**src/rtl/cmd_rst_decoder.sv**
```systemverilog
// Command-stream receiver: reset-code words become a fixed-length reset pulse plus hold-off; other words go through a 1-deep output slot.
// Latency 1 cycle accept-to-output; input stalls while the output slot is full and not draining, and during pulse/hold-off.
module cmd_rst_decoder #(
    parameter logic [31:0] RST_CODE    = 32'hF000_0000,
    parameter logic [31:0] RST_MASK    = 32'hFFFF_FFFF,
    parameter int          RST_LEN     = 16,
    parameter int          HOLDOFF_LEN = 4,
    parameter int          CNT_W       = 8
) (
    input  logic             clk,
    input  logic             rst,
    input  logic             cmd_in_valid,
    output logic             cmd_in_ready,
    input  logic [31:0]      cmd_in,
    input  logic             cmd_out_ready,
    output logic             cmd_out_valid,
    output logic [31:0]      cmd_out,
    output logic             rst_out,
    output logic [CNT_W-1:0] rst_count,
    output logic             busy
);

    localparam int MAX_LEN = (RST_LEN > HOLDOFF_LEN) ? RST_LEN : HOLDOFF_LEN;
    localparam int CTR_W   = (MAX_LEN > 1) ? $clog2(MAX_LEN) : 1;
    localparam logic [CTR_W-1:0] PULSE_LOAD = CTR_W'(RST_LEN - 1);
    localparam logic [CTR_W-1:0] HOLD_LOAD  = CTR_W'((HOLDOFF_LEN > 0) ? HOLDOFF_LEN - 1 : 0);
    localparam logic             HAS_HOLD   = (HOLDOFF_LEN > 0);

    typedef enum logic [1:0] {
        IDLE    = 2'd0,
        PULSE   = 2'd1,
        HOLDOFF = 2'd2
    } state_t;

    state_t           state_q, state_d;
    logic [CTR_W-1:0] ctr_q, ctr_d;
    logic             rst_out_q, rst_out_d;
    logic [CNT_W-1:0] rst_count_q, rst_count_d;
    logic             cmd_out_valid_q, cmd_out_valid_d;
    logic [31:0]      cmd_out_q, cmd_out_d;
    logic             accept;
    logic             match;

    // A reset code only enters when the slot is empty or draining, so no word is stranded behind a pulse.
    assign cmd_in_ready = (state_q == IDLE) & (~cmd_out_valid_q | cmd_out_ready);
    assign accept       = cmd_in_valid & cmd_in_ready;
    assign match        = ((cmd_in ^ RST_CODE) & RST_MASK) == 32'd0;

    always_comb begin
        state_d         = state_q;
        ctr_d           = ctr_q;
        rst_out_d       = rst_out_q;
        rst_count_d     = rst_count_q;
        cmd_out_valid_d = cmd_out_valid_q;
        cmd_out_d       = cmd_out_q;

        if (cmd_out_valid_q & cmd_out_ready) begin
            cmd_out_valid_d = 1'b0;
        end

        case (state_q)
            IDLE: begin
                if (accept & match) begin
                    state_d   = PULSE;
                    ctr_d     = PULSE_LOAD;
                    rst_out_d = 1'b1;
                    if (rst_count_q != {CNT_W{1'b1}}) begin
                        rst_count_d = rst_count_q + 1'b1;
                    end
                end else if (accept) begin
                    cmd_out_valid_d = 1'b1;
                    cmd_out_d       = cmd_in;
                end
            end
            PULSE: begin
                if (ctr_q == '0) begin
                    rst_out_d = 1'b0;
                    if (HAS_HOLD) begin
                        state_d = HOLDOFF;
                        ctr_d   = HOLD_LOAD;
                    end else begin
                        state_d = IDLE;
                    end
                end else begin
                    ctr_d = ctr_q - 1'b1;
                end
            end
            HOLDOFF: begin
                if (ctr_q == '0) begin
                    state_d = IDLE;
                end else begin
                    ctr_d = ctr_q - 1'b1;
                end
            end
            default: begin
                state_d   = IDLE;
                rst_out_d = 1'b0;
            end
        endcase
    end

    always_ff @(posedge clk or posedge rst) begin
        if (rst) begin
            state_q         <= IDLE;
            ctr_q           <= '0;
            rst_out_q       <= 1'b0;
            rst_count_q     <= '0;
            cmd_out_valid_q <= 1'b0;
            cmd_out_q       <= 32'd0;
        end else begin
            state_q         <= state_d;
            ctr_q           <= ctr_d;
            rst_out_q       <= rst_out_d;
            rst_count_q     <= rst_count_d;
            cmd_out_valid_q <= cmd_out_valid_d;
            cmd_out_q       <= cmd_out_d;
        end
    end

    assign cmd_out_valid = cmd_out_valid_q;
    assign cmd_out       = cmd_out_q;
    assign rst_out       = rst_out_q;
    assign rst_count     = rst_count_q;
    assign busy          = (state_q != IDLE);

endmodule

```
**config.mk**
```make
export PLATFORM = sky130hd
export DESIGN_NAME = cmd_rst_decoder
export DESIGN_NICKNAME = d
export VERILOG_FILES = /design/src/rtl/cmd_rst_decoder.sv
export SDC_FILE = /design/constraint.sdc
export NUM_CORES = 1
export LEC_CHECK = 0
export ABC_AREA = 1
export ABC_CLOCK_PERIOD_IN_PS = 2700
export CAP_MARGIN = 20
export CORE_MARGIN = 2
export CORE_UTILIZATION = 44
export CTS_BUF_LIST = sky130_fd_sc_hd__clkbuf_16
export CTS_CLUSTER_SIZE = 24
export DETAILED_ROUTE_END_ITERATION = 16
export PLACE_DENSITY = 0.81
export SLEW_MARGIN = 30
export SYNTH_ARGS = -nofsm -noshare
export SYNTH_HDL_FRONTEND = slang
export SYNTH_SLANG_ARGS = --single-unit
```
**constraint.sdc**
```tcl
create_clock -name clk -period 2.7 [get_ports clk]
set_input_delay 0.81 -clock clk [delete_from_list [all_inputs] [get_ports clk]]
set_output_delay 0.81 -clock clk [all_outputs]
set_load 0.05 [all_outputs]
```
==> flow_metrics.py <==
metrics = {
    "logic_synthesis": {
        "synth_seq_cells": 48,
        "syn-num-nets": 360,
        "postSynthAreaPerCell_sq_um": 7.89,
        "yosysWarnings": 0,
        "yosysUniqueCellTypes": 26,
        "synth_seq_area_share_pct": 48.2,
        "netlist_area_sq_um": 2490,
        "netlist_instances": 316,
    },
    "clock_tree": {
        "clk_pin_slew_ns": 0.06,
        "clock_latency_ns": 0.28,
        "cts_tree": "done",
        "root_buffer": "clkbuf_16",
        "cts_buffers": 5,
        "ctsResizeCount": 0,
        "h-tree-depth": 2,
        "cts_setup_buffers": 0,
        "clockBufferDepth": 2,
        "cts_num_sinks": 48,
        "cts_hold_buf": 0,
    },
    "power_and_ir_drop": {
        "p_sw_share_pct": 32.8,
        "power_mw": 2.15,
        "p_per_area_nw_per_um2": 608,
        "p_comb_share_pct": 28.9,
        "p_seq_share_pct": 38.7,
        "ir_drop_mv": 0.379,
        "power.switching_mw": 0.704,
        "internal-power_mw": 1.44,
        "leakagePower_nw": 1.67,
        "power_frac_clock_pct": 32.3,
    },
    "final_layout": {
        "nFillCells": 463,
        "final_cell_mix": "nand2_1 (116), clkdlybuf4s50_1 (77), dfrtp_1 (48)",
        "nets": 441,
        "multi_input_area_sq_um": 1160,
        "layout_commonest_cell": "nand2_1",
        "layout.area.seq_sq_um": 1200,
        "areaGrowthSynthToFinish_pct": 41.7,
        "antennaDiodeCount": 0,
        "drive_gt1_share_pct": 6.78,
    },
    "place": {
        "dpl.hpwl_microns": 4400,
        "io_buffers": 79,
        "gp_congestion": 0.779,
    },
    "floorplanning": {
        "core_sq_um": 5510,
        "dieArea_sq_um": 6290,
        "pin_count": 80,
        "fp-row-count": 27,
        "die_x_microns": 79.3,
        "die_y_microns": 79.3,
        "initial_core_util_pct": 45.3,
    },
    "global_route": {
        "overflow": 0,
        "grt_max_degree": 34,
        "busiest_layer": "met2",
        "global_route.usage.total_pct": 20.4,
        "grt_antenna_before_repair": 0,
        "grt_pass1_vias": 2169,
        "grt_pass1_wl_microns": 10100,
        "use_met3_pct": 4.09,
        "grt_use_met1_pct": 28.4,
        "grt_use_met2_pct": 32.2,
    },
    "setup_path": {
        "end_kind": "primary output",
        "setup.worst_path.start_class": "input pin",
        "worstPathMaxFanout": 2,
        "critPathRequiredTime_ns": 1.89,
        "path_class": "input pin to primary output",
        "reg2reg_depth": 7,
        "crit_arrival_ns": 1.71,
    },
    "timing": {
        "tns_ns": 0,
        "tightest_slew_ns": 0.524,
        "fin_skew_ns": 0.00301,
        "period_share_pct": 93.4,
        "finalHoldViolCount": 0,
        "rsz0062_at_grt": "false",
        "drv_slew": 0,
        "fmax_mhz": 396,
        "max_slew_margin_pct": 65.0,
        "layout_min_cycle_time_ns": 2.52,
        "setup_viol": 0,
    },
    "drt": {
        "wirelength_microns": 5860,
        "dr.pass1.iters": 4,
        "vias": 2292,
        "ant_nets": 0,
        "first_iter_violations": 178,
        "remaining_drc_errors": 0,
        "vias_per_cell": 4.88,
        "wl_per_cell_microns": 12.5,
    },
    "worst_hold_path": {
        "min_path_cells": 2,
        "hold_class": "register to register",
    },
    "flow_run": {
        "maxCapViolations": 0,
    },
    "status": {
        "status": "completed",
    },
}
cell families (layout without fill, tap and decap cells):
kind of cell	count (synthesis)	in the layout	share of synthesized area, %
compound gates	15	15	3.81
xor+xnor	9	9	3.16
fa+ha+maj	8	8	4.01
buf+inv	29	111	5.47
flops	48	48	48.2
simple gates	207	207	35.4
layout make-up:
type	count	share of cell area, %
inverters	19	2.02
well taps	72	2.55
flip-flops and latches	48	34.0
clock buffers	5	3.54
repair buffers	84	24.0
clock inverters	3	1.20
multi-input cells	239	32.7
power by group through the flow:
stage | sequential [mW] | combinational, mW | clock, mW
4_1_cts | 0.832 | 0.626 | 0.708
3_3_place_gp | 0.843 | 0.617 | 0
5_1_grt | 0.840 | 0.661 | 0.745
3_5_place_dp | 0.844 | 0.625 | 0
2_1_floorplan | 1.10 | 0.124 | 0
6_report | 0.832 | 0.621 | 0.695
sequential cells by signal (all words and copies together) (netlist names):
| register | flops |
|---|---|
| state_q | 2 |
| ctr_q | 4 |
| cmd_out | 32 |
| cmd_out_valid | 1 |
| rst_count | 8 |
| rst_out | 1 |
stage by stage:
stage | hold WS, ns | instance area [sq um] | setup slack [ns] | std cells | util (%)
after detailed placement | 0.458 | 3370 | 0.135 | 462 | 61.1
after global placement | 0.453 | 3370 | 0.168 | 462 | 61.1
after global routing | 0.496 | 3530 | 0.102 | 470 | 64.2
final | 0.472 | 3530 | 0.178 | 470 | 64.2
after CTS | 0.474 | 3530 | 0.169 | 470 | 64.2
after floorplan | 0.442 | 2490 | 0.588 | 316 | -
Yosys cell counts (all sizes together):
master / instances / area share (%)
nand2: 119 / 18
dfrtp: 48 / 48
nand3: 44 / 9.0
nor2: 41 / 7.2
inv: 19 / 2.9
buf: 10 / 2.6
o21ai: 10 / 2.0
ha: 8 / 4.0
xnor2: 6 / 2.1
xor2: 3 / 1.1
a21oi: 2 / 0.40
a31o: 1 / 0.35
nand4: 1 / 0.25
nor3: 1 / 0.20
o211ai: 1 / 0.30
o21bai: 1 / 0.75
or2: 1 / 0.25
per-layer routing:
metal,up-vias,share of wire (%)
li1,1156,-
met1,1054,45
met2,75,48
met3,7,5.7
met4,0,1.1
met5,-,0
worst paths after layout:
path | startpoint | to | slack [ns]
setup / recovery | cmd_out_ready | cmd_in_ready | 0.18
hold / removal | cmd_out[2] | cmd_out[2] | 0.47
setup reg to reg | state_q[0] | rst_count[5] | 0.78
hold reg to reg | cmd_out[2] | cmd_out[2] | 0.47
max in group asynchronous | rst | cmd_out[21] | 1.32
min in group asynchronous | rst | cmd_out[14] | 0.87
critical path, stage by stage:
cell and delay [ns]:
clkdlybuf4s50_1 0.47, inv_2 0.04, nand2_2 0.06, nand2_2 0.09
inv_1 0.11, buf_12 0.14
No activity file was read; power rests on OpenSTA's default activity.
==> edit (config.mk and constraints unchanged) <==
Set the parameter `RST_LEN` to 32 (it was 16).
--- a/src/rtl/cmd_rst_decoder.sv
+++ b/src/rtl/cmd_rst_decoder.sv
@@ -5,3 +5,3 @@
     parameter logic [31:0] RST_MASK    = 32'hFFFF_FFFF,
-    parameter int          RST_LEN     = 16,
+    parameter int          RST_LEN     = 32,
     parameter int          HOLDOFF_LEN = 4,
Check against the original RTL: no difference found for any inputs over 10 cycles, from zero or initial values and one cycle with rst high; that may be too few to reach the edited logic, so the function may still have changed.
==> edit against the original RTL <==
Worst hold slack improved by 0.0058 ns. Routed wire length increased by 3.9%. Clock power shrank 15%. Total power shrank 2.9%. Area after synthesis increased by 4.3%. Via count shrank 0.70%. Register-to-register slack got worse by 0.05 ns. Setup slack better by 0.032 ns. Sequential cell count rose by 1. Largest power group unchanged. Cell area rose by 2.5%. Die area up 4.1%. Critical path type unchanged.
==> edit: results (changes against the original RTL) <==
stage,metric,value,unit,change
status,status,"complete, no violations",,
logic_synthesis,syn_nets,360,,unchanged
place,dpl.hpwl,4.55,mm,+3.6%
timing,skew,0.00400,ns,+0.000986 ns
clocking,cts_buffers,5,,unchanged
logic_synthesis,synth_cell_types,24,,-7.7%
logic_synthesis,synth_common_cells,"nand2_1 (93), inv_1 (52), dfrtp_1 (49)",,
grt,grt_pass1_vias,2264,,+4.4%
clocking,clockRootBuffer,clkbuf_16,,
logic_synthesis,synth_top_family_by_area,simple AND/OR/NAND/NOR gates,,
route,viasPerCell,4.82,,-1.1%
logic_synthesis,yosys_warnings,0,,unchanged
route,met1_length,2.71,mm,+2.3%
logic_synthesis,synth-main-ff-cell,dfrtp_1,,
setup_path,worstPathArrival,1.68,ns,-0.03 ns
route,highest_layer,met4,,
setup_path,cp_top_family,buffers and inverters,,
grt,antenna_found_initial,0,,unchanged
logic_synthesis,synth_xor_area_share,2.69,%,-0.47 points
route,drt_wl_total,6.09,mm,+3.9%
layout,finalNetCount,442,,+0.23%
route,drt_first_pass_iters,4,,unchanged
setup_path,crit_path_top_delay_cell,clkdlybuf4s50_1,,
route,dr_wl_met2,2.86,mm,+1.9%
clocking,cts_setup_buffers,0,,unchanged
grt,grt_max_degree,50,,+47%
grt,grt_pass1_wl,10.2,mm,+1.2%
layout,largest_register_ffs,32,,unchanged
layout,diodes,0,,unchanged
layout,drive_gt1_share,11.5,%,+4.7 points
place,gp_congestion,0.878,,+13%
logic_synthesis,synth_compound_area_share,13.2,%,+9.4 points
place,portBuffers,79,,unchanged
logic_synthesis,ys_seq_area_share,47.2,%,-1.0 points
clocking,clkTransAtPathRegs,0.06,ns,about the same
pwr,ir_drop,285,uV,-25%
hold_path,worst_hold_path_type,reg2reg,,
grt,grt_use_total,20.1,%,-0.22 points
logic_synthesis,syn_avg_cell_area,8.20,sq um,+3.9%
clocking,cts_buffer_depth,2,,unchanged
setup_path,cp_slowest_stage_delay,0.45,ns,-0.02 ns
place,placedCellCount,464,,+0.43%
logic_synthesis,synthArstFlopShare,100,%,unchanged
clocking,cts_htree_levels,2,,unchanged
logic_synthesis,synth.mux.area_fraction,0,%,unchanged
logic_synthesis,synthAdderAreaFrac,3.37,%,-0.65 points
pwr,p_leak,1.69,nW,+1.7%
clocking,ctsResizeCount,0,,unchanged
place,dpl_cell_area,0.00349,sq mm,+3.5%
route,route.met3.wl,424,um,+27%
route,wl_per_cell,12.9,um,+3.5%
logic_synthesis,netlist_top_cells_area,"dfrtp_1 (47%), nand2_1 (13%), o21ai_2 (9.4%), inv_1 (7.5%), nor2_1 (4.3%)",,
clocking,clock_latency,0.28,ns,about the same
timing,relSlewSlack,65.2,%,+0.19 points
route,initialDrtViolationCount,96,,-46%
## edit: cell type report
class	count	area [sq um]
clock buffers	5	125
clock inverters	3	13.8
fillers	466	1980
inverters	52	195
multi-input cells	208	1110
flip-flops and latches	49	1230
well taps	72	90.1
repair buffers	83	866
## edit: routing by layer
| layer | global-route usage (%) | vias to the layer above |
|---|---|---|
| li1 | - | 1144 |
| met1 | 25.8 | 1050 |
| met2 | 33.5 | 72 |
| met3 | 4.67 | 10 |
| met4 | 6.95 | 0 |
| met5 | 0 | - |
## edit: cell families (layout without fill, tap and decap cells)
family / count (synthesis) / after routing
AOI/OAI and AO/OA: 46 / 46
xor gates and xnor gates: 8 / 8
adders and majority gates: 7 / 7
buffers and inverters: 60 / 143
DFF: 49 / 49
and+or+nand+nor: 147 / 147
## edit: through the flow
stage	hold WS [ns]	power [mW]	worst slack [ns]
2_1_floorplan	0.464	1.26	0.607
3_3_place_gp	0.463	1.50	0.148
3_5_place_dp	0.466	1.51	0.0941
4_1_cts	0.482	2.10	0.203
5_1_grt	0.499	2.18	0.117
6_report	0.478	2.09	0.209
## edit: power by group
part / switching (mW) / internal [mW] / leakage [nW]
Combinational: 0.415 / 0.233 / 0.992
Clock: 0.257 / 0.337 / 0.0748
Sequential: 0.0396 / 0.805 / 0.628
## edit: worst min-delay path, stage by stage, from the launching register on
cell and delay, ns:
dfrtp_1 0.34, nand2_1 0.06, o21ai_2 0.05
## edit: final timing paths
path,from,endpoint,slack (ns),cells past startpoint
max in group asynchronous,rst,cmd_out[7],1.58,3
worst max-delay path,cmd_out_ready,cmd_in_ready,0.21,6
worst max register to register,state_q[0],ctr_q[3],0.73,9
worst min register to register,cmd_out[6],cmd_out[6],0.48,2
worst min-delay path,cmd_out[6],cmd_out[6],0.48,2
min in group asynchronous,rst,rst_count[3],0.88,3
